## src/rtl/mem_slice.sv

```systemverilog
// MEM pipeline stage: holds the EX/MEM register, sequences one data-memory
// access per instruction (with wait states and a timeout) and stalls upstream.
module mem_slice #(
  parameter int TIMEOUT = 15
) (
  input  logic        clk,
  input  logic        rst_n,
  input  logic        stall,
  input  logic        flush,
  input  logic [6:0]  WB_in,
  input  logic [1:0]  M_in,
  input  logic [15:0] addr_in,
  input  logic [15:0] data_in,
  input  logic [15:0] result_in,
  input  logic [15:0] mem_rdata,
  input  logic        mem_ready,
  output logic        mem_req,
  output logic        mem_we,
  output logic [15:0] mem_addr,
  output logic [15:0] mem_wdata,
  output logic [6:0]  WB,
  output logic [15:0] rdata,
  output logic [15:0] result,
  output logic        mem_stall,
  output logic        mem_err
);

  typedef enum logic [1:0] {IDLE, BUSY, DONE} state_t;

  localparam logic [7:0] TIMEOUT_CNT = 8'(TIMEOUT);

  state_t      state, state_nxt;
  logic [7:0]  cnt, cnt_nxt;
  logic [6:0]  WB_q;
  logic [1:0]  M_q;
  logic [15:0] addr_q, data_q, result_q, rdata_q;

  logic        op, is_write, is_read;
  logic        load, timeout, complete;
  logic [15:0] complete_rdata;

  assign op       = |M_q;
  assign is_write = M_q[0];
  assign is_read  = (M_q == 2'b10);

  // Kept outside the FSM process so load/mem_stall never loop through it.
  assign timeout   = (state == BUSY) && (cnt == TIMEOUT_CNT) && !mem_ready;
  assign complete  = ((state == IDLE) && op && mem_ready) ||
                     ((state == BUSY) && (mem_ready || timeout));
  assign mem_stall = op && (state != DONE) && !mem_ready && !timeout;
  assign load      = !stall && !mem_stall;

  assign complete_rdata = (is_read && !timeout) ? mem_rdata : '0;

  // NOTE: every output of this block gets a default first, so no path can infer a latch.
  always_comb begin
    state_nxt = state;
    cnt_nxt   = cnt;
    mem_req   = 1'b0;
    unique case (state)
      IDLE: begin
        mem_req = op;
        if (complete) begin
          state_nxt = load ? IDLE : DONE;
        end else if (op) begin
          state_nxt = BUSY;
          cnt_nxt   = 8'd1;
        end
      end
      BUSY: begin
        mem_req = 1'b1;
        if (complete) begin
          state_nxt = load ? IDLE : DONE;
        end else begin
          cnt_nxt = cnt + 8'd1;
        end
      end
      DONE: begin
        if (load) state_nxt = IDLE;
      end
      default: state_nxt = IDLE;
    endcase
  end

  // NOTE: sequential state uses non-blocking assignments so all registers update together.
  always_ff @(posedge clk or negedge rst_n) begin
    if (!rst_n) begin
      WB_q     <= '0;
      M_q      <= '0;
      addr_q   <= '0;
      data_q   <= '0;
      result_q <= '0;
    end else if (load) begin
      WB_q     <= flush ? '0 : WB_in;
      M_q      <= flush ? '0 : M_in;
      addr_q   <= addr_in;
      data_q   <= data_in;
      result_q <= result_in;
    end
  end

  always_ff @(posedge clk or negedge rst_n) begin
    if (!rst_n) begin
      state   <= IDLE;
      cnt     <= '0;
      rdata_q <= '0;
      mem_err <= 1'b0;
    end else begin
      state <= state_nxt;
      cnt   <= cnt_nxt;
      if (complete) rdata_q <= complete_rdata;
      if (timeout)  mem_err <= 1'b1;
    end
  end

  assign mem_we    = mem_req && is_write;
  assign mem_addr  = mem_req ? addr_q : '0;
  assign mem_wdata = mem_req ? data_q : '0;

  // While stalled the MEM/WB stage must see a bubble, not the held instruction.
  assign WB     = mem_stall ? '0 : WB_q;
  assign rdata  = (state == DONE) ? rdata_q : (complete ? complete_rdata : '0);
  assign result = result_q;

endmodule

```

## config.mk

```make
export PLATFORM = sky130hd
export DESIGN_NAME = mem_slice
export DESIGN_NICKNAME = d
export VERILOG_FILES = /design/src/rtl/mem_slice.sv
export SDC_FILE = /design/constraint.sdc
export NUM_CORES = 1
export LEC_CHECK = 0
export CAP_MARGIN = 10
export CORE_MARGIN = 2
export CORE_UTILIZATION = 28
export CTS_CLUSTER_DIAMETER = 30
export DETAILED_ROUTE_END_ITERATION = 7
export GPL_TIMING_DRIVEN = 0
export PLACE_DENSITY_LB_ADDON = 0.08
export SLEW_MARGIN = 0
export SYNTH_ARGS = -nofsm -noshare
export SYNTH_HDL_FRONTEND = slang
export SYNTH_SLANG_ARGS = --single-unit
```

## constraint.sdc

```tcl
create_clock -name clk -period 2.31 [get_ports clk]
set_input_delay 0.231 -clock clk [delete_from_list [all_inputs] [get_ports clk]]
set_output_delay 0.231 -clock clk [all_outputs]
set_load 0.02 [all_outputs]
```

# Yosys cells after proc, flatten, opt, wreduce, memory -nomap -nowiden

Cells that the tools add are included.

Add/sub/neg operators: 1
Equality and inequality tests: 11
Mux-type cells: 19
Reductions and logical operators: 22

Operators with widths:

| cell                | count |
|---|---|
| $mux 16             | 5 |
| $mux 8              | 3 |
| $pmux 8 s2          | 1 |
| $mux 7              | 2 |
| $mux 2              | 6 |
| $ne 2x2->1 const B  | 6 |
| $logic_and 1x1->1   | 11 |
| $add 8x1->8 const B | 1 |
| $eq 8x4->1 const B  | 1 |
| $pmux 2 s3          | 1 |
| $eq 2x2->1 const B  | 2 |
| $logic_not 1->1     | 4 |
| $reduce_and 4->1    | 1 |
| $ne 3x3->1 const B  | 1 |
| $reduce_and 3->1    | 1 |
| $eq 2x1->1 const B  | 1 |
| $logic_not 2->1     | 1 |
| $logic_or 1x1->1    | 2 |
| $pmux 1 s2          | 1 |
| $reduce_bool 2->1   | 1 |
| $reduce_or 2->1     | 1 |

Register bits: 84
Input bits: 78
Output and inout port bits: 75
Logic and storage cells: 62

# Logic depth before layout (Yosys ltp)

Word-level depth: 10
Depth in mapped cells: 7

# Worst setup path before layout

OpenSTA, ideal clock, no wires.

Path kind: register -> register
Start: register cnt[0]
End: register addr_q[0]
Library setup time: 0.127 ns
Arrival time: 1.726 ns
Data required time: 2.183 ns
Slack: 0.457 ns
Stages on the path, launching flop included: 8
Buffers on the path: 2
Path through: dfrtp_1 -> ha_1 -> nand3_1 -> nand3b_2 -> a21oi_4 -> buf_6 -> buf_6 -> mux2_1

Longest elaborated chain between the ends: 7

Ends and longest elaborated chain:

| item                           | line | source |
|---|---|---|
| from (decl)                    | 33   | `logic [7:0] cnt, cnt_nxt;` |
| from (signal assigned)         | 110  | `cnt <= cnt_nxt;` |
| $eq 8x4->1                     | 47   | `assign timeout = (state == BUSY) && (cnt == TIMEOUT_CNT) && !mem_ready;` |
| $logic_and 1x1->1 (2 in a row) | 47   |  |
| $logic_not 1->1                | 50   | `assign mem_stall = op && (state != DONE) && !mem_ready && !timeout;` |
| $logic_and 1x1->1              | 50   |  |
| $logic_not 1->1                | 51   | `assign load = !stall && !mem_stall;` |
| $logic_and 1x1->1              | 51   |  |
| to (signal assigned)           | 96   | `addr_q <= addr_in;` |
| to (decl)                      | 36   | `logic [15:0] addr_q, data_q, result_q, rdata_q;` |

No other way between the ends.
A chain may end at the register's enable or synchronous reset.

# Worst setup path after layout

Start: register state[1]
End: output port rdata[3]

Longest elaborated chain between the ends: 8
Elaborated cells between the ends (all ways): 15
Those cells by class: eq/ne (2); mux (3); reduce/logical (10)

Ends and longest elaborated chain:

| item                                                       | line   | source |
|---|---|---|
| from (decl)                                                | 32     | `state_t state, state_nxt;` |
| from (signal assigned)                                     | 109    | `state <= state_nxt;` |
| $eq 2x1->1                                                 | 47, 49 |  |
| $logic_and 1x1->1 (2 in a row)                             | 47     |  |
| $logic_not 1->1 / $logic_or 1x1->1 (equally long branches) | 53, 49 |  |
| $logic_and 1x1->1, on equally long branches                | 53, 49 |  |
| $mux 16 / $logic_or 1x1->1 (equally long branches)         | 53, 48 |  |
| $mux 16                                                    | 122    | `assign rdata = (state == DONE) ? rdata_q : (complete ? complete_rdata : '0);` |
| $mux 16 (*)                                                | 122    |  |
| to (decl)                                                  | 22     | `output logic [15:0] rdata,` |

Mark *: on every way between the ends. The rest lies on a longest branch, timed or not.

==> metrics.cfg <==
[sta]
finalCritPeriodShare = 0.957
setup_tns_ps = 0
fin_skew_ps = 5.41
hold_violations = 0
setup_violations = 0
worst_slack_ps = 100
finalCriticalPeriod_ps = 2210
fmax_mhz = 452
finalMaxSlewViolations = 0
relSlewSlack = 0.286
worstMarginPinSlew_ps = 1060

[global_routing]
grt_overflow = 0
grt_max_degree = 61
grt_antenna_before_repair = 0
grt_pass1_vias = 2947
grt_pass1_wl_mm = 15.4
grtUsageTotal = 0.138

[cells_and_area]
insertedDiodeCount = 0
finalNetCount = 533
area_growth_pct = 55.4
multiInputGateArea_mm2 = 0.00159
stdcell_area_mm2 = 0.00586
drive_above_1_share = 0.199
final_util = 0.444
seqCellArea_mm2 = 0.00211
fillers = 1259

[place]
dpl_cell_area_mm2 = 0.00554
place_ws_ps = -555
globalplace.congestion = 0.734
hpwl_mm = 6.96
io_buffer_count = 152

[route]
viasPerCell = 4.51
drt-pass1-iter-count = 4
drc = 0
vias = 2857
ant_nets = 0
wl_per_cell_um = 15.1
drt_iter0_drc = 79
routed_wl_mm = 9.60

[logic_synthesis]
synth.distinct_cells = 37
synth.cell_area_mm2 = 0.00377
syn_inst = 288
syn_nets = 367
synth_edf_count = 0
async_reset_ff_frac = 1.00
ys_seq_elements = 84
yosysWarnings = 0
synth_flop_cell = dfrtp_1
ys_seq_area_frac = 0.558
syn_avg_cell_area_um2 = 13.1

[power_and_ir_drop]
leakage_nw = 2.74
max-vdd-ir-drop_uv = 319
finalPower_mw = 5.07
p_per_area_mw_per_mm2 = 865

[clocking]
clock_latency_ps = 330
cts_tree = yes
cts-root-buf = clkbuf_16
cts.htree.levels = 3
cts.sinks = 84
clockBufferDepth = 2
clkSlewWorstSetupHoldPaths_ps = 60
numCtsBuffers = 9

[critical_path]
r2r_setup_slack_ps = 240
crit_arrival_ps = 1980
rr_startpoint = cnt[0]
rr_worst_depth = 7
worstSetupEndpointType = primary output
critPathKind = flop to primary output
cp.required_ps = 2080
crit_fanout = 10
reg2reg_to = addr_q[9]
crit_path_start_kind = flop

[run]
cap_viol_max_count = 0

[floorplanning]
dieArea_mm2 = 0.0144
die_height_um = 120
start_util = 0.286
rows = 42
core_region_area_mm2 = 0.0132
die_x_um = 120
io_pins = 153

[outcome]
status = completed

[worst_hold_path]
hold_class = primary input to asynchronous set/reset pin

[worst max-delay path: stages, from the launching register on]
cell and delay (ps):
dfrtp_2 460, nor4bb_1 290, clkbuf_2 200, clkbuf_4 210, a22o_1 150, dlygate4sd2_1 330
[state kept, by name, indices dropped and copies added, names as in the netlist]
| name | flops |
|---|---|
| WB_q | 7 |
| state | 2 |
| mem_err | 1 |
| M_q | 2 |
| rdata_q | 16 |
| cnt | 8 |
| result | 16 |
| data_q | 16 |
| addr_q | 16 |
[synthesized netlist by cell type (3+ instances only)]
library cell / number / share of area
nor2_1: 6 / 0.0060
a22o_1: 32 / 0.074
dfrtp_1: 84 / 0.56
inv_1: 3 / 0.0030
nand2_1: 5 / 0.0050
a21oi_1: 6 / 0.0080
nor2b_1: 12 / 0.020
buf_6: 3 / 0.0090
buf_4: 3 / 0.0060
mux2_1: 19 / 0.057
nor4_1: 3 / 0.0050
mux2_2: 38 / 0.11
clkbuf_1: 8 / 0.0080
and2_1: 39 / 0.065
[per-stage QoR]
step | cells | hold slack, ps
after floorplan | 288 | -64.6
after global placement | 616 | 460
after detailed placement | 617 | 175
after CTS | 634 | 362
after global routing | 634 | 384
final | 634 | 354
[routing by layer]
layer | wire [µm] | share of wire | track usage
met1 | 4050 | 0.42 | 0.170
met2 | 4600 | 0.48 | 0.213
met3 | 761 | 0.079 | 0.0542
met4 | 187 | 0.019 | 0.0618
met5 | 0 | 0 | 0
[cell type report]
class	count	area share
sequential	84	0.359
multi-input combinational	185	0.272
timing repair buffer	155	0.263
clock buffer	13	0.0444
tap	176	0.0376
buffer	16	0.0201
inverter	3	0.00192
clock inverter	2	0.00171
[cell usage in the layout, fill, tap and decap left out, drive strengths merged, types with 2 or more instances in the layout]
master	count
a21oi	8
a22o	32
and2	39
buf	11
clkbuf	28
clkdlybuf4s15	11
clkdlybuf4s50	97
clkinv	2
dfrtp	84
dlygate4sd2	21
dlymetal6s2s	15
inv	3
mux2	57
nand2	5
nand3	2
nor2	6
nor2b	12
nor3	3
nor4	4
or2	2
xnor2	2
[worst max-delay path by stage]
stage                    from           end  cells after the start
CTS                  state[0]  mem_wdata[6]                      5
detailed placement  mem_ready      rdata[0]                      6
floorplan              cnt[0]     addr_q[0]                      7
finish               state[1]      rdata[3]                      5
global route           cnt[0]         WB[4]                      6
global placement        rst_n     result[6]                      1
[report_power, final]
group / switching (mW) / total, mW / internal (mW)
Clock: 0.549 / 1.33 / 0.778
Combinational: 0.883 / 1.80 / 0.913
Sequential: 0.171 / 1.95 / 1.77
[kinds of logic after synthesis]
| kind of cell | after synthesis | synth area share |
|---|---|---|
| XOR/XNOR | 2 | 0.00465 |
| AO/OA/AOI/OAI | 46 | 0.101 |
| adder cells (fa/ha/maj) | 1 | 0.00332 |
| buffers and inverters | 19 | 0.0285 |
| flip-flops | 84 | 0.558 |
| multiplexers | 58 | 0.173 |
| AND/OR/NAND/NOR | 78 | 0.132 |
[repair_timing]
action / CTS / global route
resized for setup: 59 / 42
hold endpoints to repair: 24 / 0
pin swaps: 2 / 0
setup buffers: 1 / 0
endpoints found under the setup margin: 57 / 38
hold buffers: 1 / 0
(Power assumes the default switching activity.)
